==> config.mk <==
export PLATFORM = sky130hd
export DESIGN_NAME = cpu_step_ctrl
export DESIGN_NICKNAME = d
export VERILOG_FILES = /design/src/rtl/cpu_ctrl_pkg.sv /design/src/rtl/btn_debounce.sv /design/src/rtl/cpu_step_ctrl.sv
export SDC_FILE = /design/constraint.sdc
export NUM_CORES = 1
export LEC_CHECK = 0
export CAP_MARGIN = 25
export CORE_ASPECT_RATIO = 1.1
export CORE_MARGIN = 5
export CORE_UTILIZATION = 58
export CTS_CLUSTER_SIZE = 24
export DETAILED_ROUTE_END_ITERATION = 16
export GPL_ROUTABILITY_DRIVEN = 1
export GPL_TIMING_DRIVEN = 0
export HOLD_SLACK_MARGIN = 0.02
export PLACE_DENSITY = 0.76
export SLEW_MARGIN = 30
export SYNTH_ARGS = -nofsm -noshare
export SYNTH_HDL_FRONTEND = slang
export SYNTH_SLANG_ARGS = --single-unit
==> constraint.sdc <==
create_clock -name clk -period 2.09 [get_ports clk]
set_input_delay 0.627 -clock clk [delete_from_list [all_inputs] [get_ports clk]]
set_output_delay 0.627 -clock clk [all_outputs]
set_load 0.02 [all_outputs]
==> src/rtl/cpu_ctrl_pkg.sv <==
// Shared state encoding and default widths for the CPU run/step controller.
package cpu_ctrl_pkg;

  typedef enum logic [1:0] {
    HALT = 2'd0,
    RUN  = 2'd1,
    STEP = 2'd2
  } state_t;

  localparam int STEP_CNT_W_DEF = 16;

endpackage

==> src/rtl/btn_debounce.sv <==
// Raw button -> one-cycle press pulse; 2-flop sync, 2^DEBOUNCE_W hold filter, rise detect.
// Latency 2^DEBOUNCE_W+2 clk from a clean edge; no backpressure, pulses are never held.
module btn_debounce #(
  parameter int DEBOUNCE_W = 20
) (
  input  logic clk,
  input  logic rst,
  input  logic raw,
  output logic press
);

  localparam logic [DEBOUNCE_W-1:0] CNT_ONE = {{(DEBOUNCE_W-1){1'b0}}, 1'b1};

  logic                  sync1;
  logic                  sync2;
  logic                  stable;
  logic                  stable_d;
  logic [DEBOUNCE_W-1:0] cnt;

  always_ff @(posedge clk or negedge rst) begin
    if (!rst) begin
      sync1    <= 1'b0;
      sync2    <= 1'b0;
      stable   <= 1'b0;
      stable_d <= 1'b0;
      cnt      <= '0;
    end else begin
      sync1    <= raw;
      sync2    <= sync1;
      stable_d <= stable;
      // Any cycle that agrees with the accepted level restarts the hold window.
      if (sync2 == stable) begin
        cnt <= '0;
      end else if (&cnt) begin
        stable <= sync2;
        cnt    <= '0;
      end else begin
        cnt <= cnt + CNT_ONE;
      end
    end
  end

  assign press = stable & ~stable_d;

endmodule

==> src/rtl/cpu_step_ctrl.sv <==
// Run/step controller: one-clk cpu_ce per slow-clock rise in RUN, or per debounced step press.
// cpu_ce is registered, 2 clk after a synced mclk rise; no backpressure, excess presses are dropped.
module cpu_step_ctrl
  import cpu_ctrl_pkg::*;
#(
  parameter int DEBOUNCE_W = 20,
  parameter int STEP_CNT_W = STEP_CNT_W_DEF
) (
  input  logic                  clk,
  input  logic                  rst,
  input  logic                  mclk_in,
  input  logic                  btn_step,
  input  logic                  btn_run,
  input  logic                  halt_req,
  output logic                  cpu_ce,
  output logic                  run_led,
  output logic [STEP_CNT_W-1:0] step_cnt
);

  localparam logic [STEP_CNT_W-1:0] STEP_ONE = {{(STEP_CNT_W-1){1'b0}}, 1'b1};

  logic   step_press;
  logic   run_press;
  logic   mclk_s1;
  logic   mclk_s2;
  logic   mclk_s2_d;
  logic   tick;
  logic   ce_next;
  state_t state;

  btn_debounce #(.DEBOUNCE_W(DEBOUNCE_W)) u_db_step (
    .clk   (clk),
    .rst   (rst),
    .raw   (btn_step),
    .press (step_press)
  );

  btn_debounce #(.DEBOUNCE_W(DEBOUNCE_W)) u_db_run (
    .clk   (clk),
    .rst   (rst),
    .raw   (btn_run),
    .press (run_press)
  );

  // The divided clock is only sampled as data; nothing is clocked by it.
  always_ff @(posedge clk or negedge rst) begin
    if (!rst) begin
      mclk_s1   <= 1'b0;
      mclk_s2   <= 1'b0;
      mclk_s2_d <= 1'b0;
    end else begin
      mclk_s1   <= mclk_in;
      mclk_s2   <= mclk_s1;
      mclk_s2_d <= mclk_s2;
    end
  end

  assign tick = mclk_s2 & ~mclk_s2_d;

  // A run press or halt request in RUN suppresses the tick it coincides with.
  assign ce_next = (state == STEP) ||
                   ((state == RUN) && tick && !halt_req && !run_press);

  always_ff @(posedge clk or negedge rst) begin
    if (!rst) begin
      state    <= HALT;
      cpu_ce   <= 1'b0;
      step_cnt <= '0;
    end else begin
      cpu_ce <= ce_next;
      if (ce_next) begin
        step_cnt <= step_cnt + STEP_ONE;
      end
      case (state)
        HALT: begin
          if (run_press) begin
            state <= RUN;
          end else if (step_press) begin
            state <= STEP;
          end
        end
        RUN: begin
          if (run_press || halt_req) begin
            state <= HALT;
          end
        end
        STEP:    state <= HALT;
        default: state <= HALT;
      endcase
    end
  end

  assign run_led = (state == RUN);

endmodule

==> results of run 1 <==
[per-layer routing]
metal	track usage [%]	vias to the layer above	wire length, µm
met5	0	-	0
met4	11.8	0	149
met3	3.70	12	150
met2	29.4	25	2760
met1	24.6	1096	2640
li1	-	1119	-
[power groups by stage]
| stage | registers, µW | logic (µW) | clock network [µW] |
|---|---|---|---|
| 6_report | 1390 | 83.2 | 1300 |
| 5_1_grt | 1390 | 96.4 | 1380 |
| 4_1_cts | 1390 | 85.7 | 1330 |
| 3_3_place_gp | 1410 | 78.0 | 0 |
| 2_1_floorplan | 1410 | 29.3 | 0 |
| 3_5_place_dp | 1410 | 85.4 | 0 |
[final cells by class]
type	count	area, µm²
clock buffer	10	128
buffer	3	12.5
inverter	7	26.3
timing repair buffer	24	260
clock inverter	6	110
multi-input combinational	217	1420
sequential	70	1750
tap	75	93.8
fill	424	1560
[synthesized netlist by cell type, drive strengths merged]
cell / instances / area (µm²)
nand2: 19 / 71.3
a31o: 1 / 8.76
nand4: 13 / 87.6
and4b: 1 / 10.0
mux2: 3 / 33.8
ha: 3 / 37.5
or2: 3 / 18.8
dfrtp: 70 / 1750
buf: 1 / 5.00
nor3: 6 / 30.0
nor4: 6 / 37.5
inv: 7 / 26.3
or3b: 1 / 8.76
nor4b: 3 / 26.3
nand3b: 1 / 7.51
or3: 7 / 48.8
and4bb: 1 / 12.5
clkbuf: 2 / 7.51
nand2b: 2 / 12.5
nor2: 36 / 135
o21bai: 1 / 7.51
and4: 8 / 71.3
o31ai: 4 / 30.0
xnor2: 18 / 158
xor2: 25 / 219
nor3b: 3 / 22.5
nand4b: 1 / 8.76
o21ai: 8 / 43.8
and3: 7 / 45.1
a21oi: 11 / 55.1
nand3: 15 / 80.1
nor2b: 3 / 18.8
o211ai: 1 / 7.51
and2: 1 / 6.26
a31oi: 1 / 12.5
or4: 4 / 30.0
[per-stage QoR]
step	util, %	total power [µW]	hold WS (ps)	setup TNS [ps]
2_1_floorplan	-	1440	331	0
3_3_place_gp	65.6	1490	331	-135840
3_5_place_dp	66.1	1500	336	-1970
4_1_cts	70.5	2800	155	0
5_1_grt	70.9	2870	172	0
6_report	70.9	2770	162	0
[repair_timing]
item	CTS	global route
gates resized for setup	2	5
hold buffers	0	0
setup endpoints to repair	2	22
pin swaps	0	0
[worst paths after layout]
path                                            from                          to  slack [ps]  cells after the start
setup / recovery            step_cnt[10]$_DFFE_PN0P_                step_cnt[10]          70                      1
hold reg to reg            u_db_step.sync1$_DFF_PN0_   u_db_step.sync2$_DFF_PN0_         350                      0
setup reg to reg           u_db_run.cnt[0]$_DFF_PN0_  u_db_run.cnt[18]$_DFF_PN0_         200                      5
max in group asynchronous                        rst        state[0]$_DFFE_PN0P_        1400                      2
hold / removal                                   rst   u_db_run.cnt[6]$_DFF_PN0_         160                      1
min in group clk           u_db_step.sync1$_DFF_PN0_   u_db_step.sync2$_DFF_PN0_         350                      0
[flip-flops by register name, indices dropped and copies added (netlist names)]
| name | count |
|---|---|
| u_db_step.cnt | 20 |
| mclk_s1 | 1 |
| u_db_run.cnt | 20 |
| u_db_run.sync2 | 1 |
| u_db_run.sync1 | 1 |
| state | 2 |
| cpu_ce | 1 |
| u_db_step.sync1 | 1 |
| mclk_s2 | 1 |
| u_db_step.stable | 1 |
| mclk_s2_d | 1 |
| u_db_step.stable_d | 1 |
| u_db_run.stable_d | 1 |
| step_cnt | 16 |
| u_db_run.stable | 1 |
| u_db_step.sync2 | 1 |
[kinds of logic (layout without fill, tap and decap cells)]
family,after synthesis,in the layout,synth area share [%]
xor+xnor,43,43,11.8
flops,70,70,54.9
simple gates,141,141,24.7
buf+inv,10,50,1.21
mux,3,3,1.06
compound gates,27,27,5.17
fa+ha+maj,3,3,1.18
==> flow_summary.json, run 1 <==
{
  "worstSetupPathType": "reg -> out",
  "clock_skew_ps": 8.49,
  "hp-class": "in -> async",
  "drt-total-wl_um": 5690,
  "crit_required_ps": 1460,
  "pwr-share-comb_pct": 3.0,
  "antenna_found_initial": 0,
  "fin_crit_ps": 2020,
  "setup_viol_count_final": 0,
  "first_pass_iters": 5,
  "antenna_left": 0,
  "power.net_switching_uw": 578,
  "clockBufferDepth": 2,
  "cts_setup_buffers": 0,
  "clk_latency_ps": 350,
  "placed_cells": 396,
  "cp_max_fo": 5,
  "hold_viol_final": 0,
  "switching_share_pct": 20.9,
  "diodes": 0,
  "rsz0062_at_grt": "false",
  "ys_types": 43,
  "cts.sinks": 70,
  "yosys_warnings": 0,
  "nNetsFinal": 341,
  "grt_max_degree": 51,
  "p_per_area_nw_per_um2": 729,
  "path_clk_slew_ps": 70,
  "ys_seq_area_share_pct": 54.9,
  "netlist_instances": 297,
  "initial_core_util_pct": 59.6,
  "grt_pass1_wl_um": 10200,
  "portBuffers": 23,
  "ys_ff_latch": 70,
  "syn_avg_cell_area_um2": 10.8,
  "fin_crit_sh_pct": 96.9,
  "finalWeightedCongestion": 0.797,
  "stdcell_count": 412,
  "die_w_um": 80.7,
  "pwr-share-clk_pct": 46.9,
  "tritoncts": "done",
  "slew_headroom_pct": 42.1,
  "htree_levels": 3,
  "rows": 28,
  "cp-start-kind": "flop",
  "worstPathArrival_ps": 1400,
  "coreArea_um2": 5360,
  "area_growth_pct": 19.0,
  "intPower_uw": 2190,
  "clockRootBuffer": "clkbuf_8",
  "mostFrequentLayoutCell": "dfrtp_1",
  "dpl.hpwl_um": 3850,
  "tightest_slew_ps": 862,
  "fmax_mhz": 494,
  "setup_ws_ps": 65.4,
  "place_area_um2": 3540,
  "io_pins": 24,
  "final_cell_mix": "70 x dfrtp_1, 36 x nor2_1, 25 x xor2_1",
  "netlist_area_um2": 3190,
  "chipHeight_um": 87.8,
  "grtUsageTotal_pct": 19.0,
  "drv_slew": 0,
  "worstPathCellList": "clkdlybuf4s50_1",
  "cts_buffers": 9,
  "fin_area_um2": 3800,
  "die_area_um2": 7090,
  "status": "complete, no violations",
  "endpoint_kind": "output pin",
  "drc": 0,
  "leakage_uw": 0.00171,
  "dp_slack_ps": -285,
  "path_buf_inv": 1,
  "vias": 2252,
  "ir_worst_vdd_mv": 0.565,
  "grt-ovfl-total": 0,
  "vias_per_cell": 5.47,
  "syn-num-nets": 306,
  "slowest_stage": "clkdlybuf4s50_1",
  "seq_power_share_pct": 50.1,
  "wl_per_cell_um": 13.8,
  "max_cap_viol_count": 0,
  "layout-drive-gt1-share_pct": 9.79,
  "crit_path_max_incr_delay_ps": 630,
  "drt_iter0_markers": 155,
  "grt_pass1_vias": 2203,
  "critPathTopFamily": "buffers and inverters"
}
Note: power is estimated with default switching activity, not from simulation.
==> inputs of run 2 (changes only) <==
CTS_CLUSTER_SIZE = unset   (was 24)
==> results of run 2 <==
No change in the layout: final DEF, timing and power equal those of run 1.
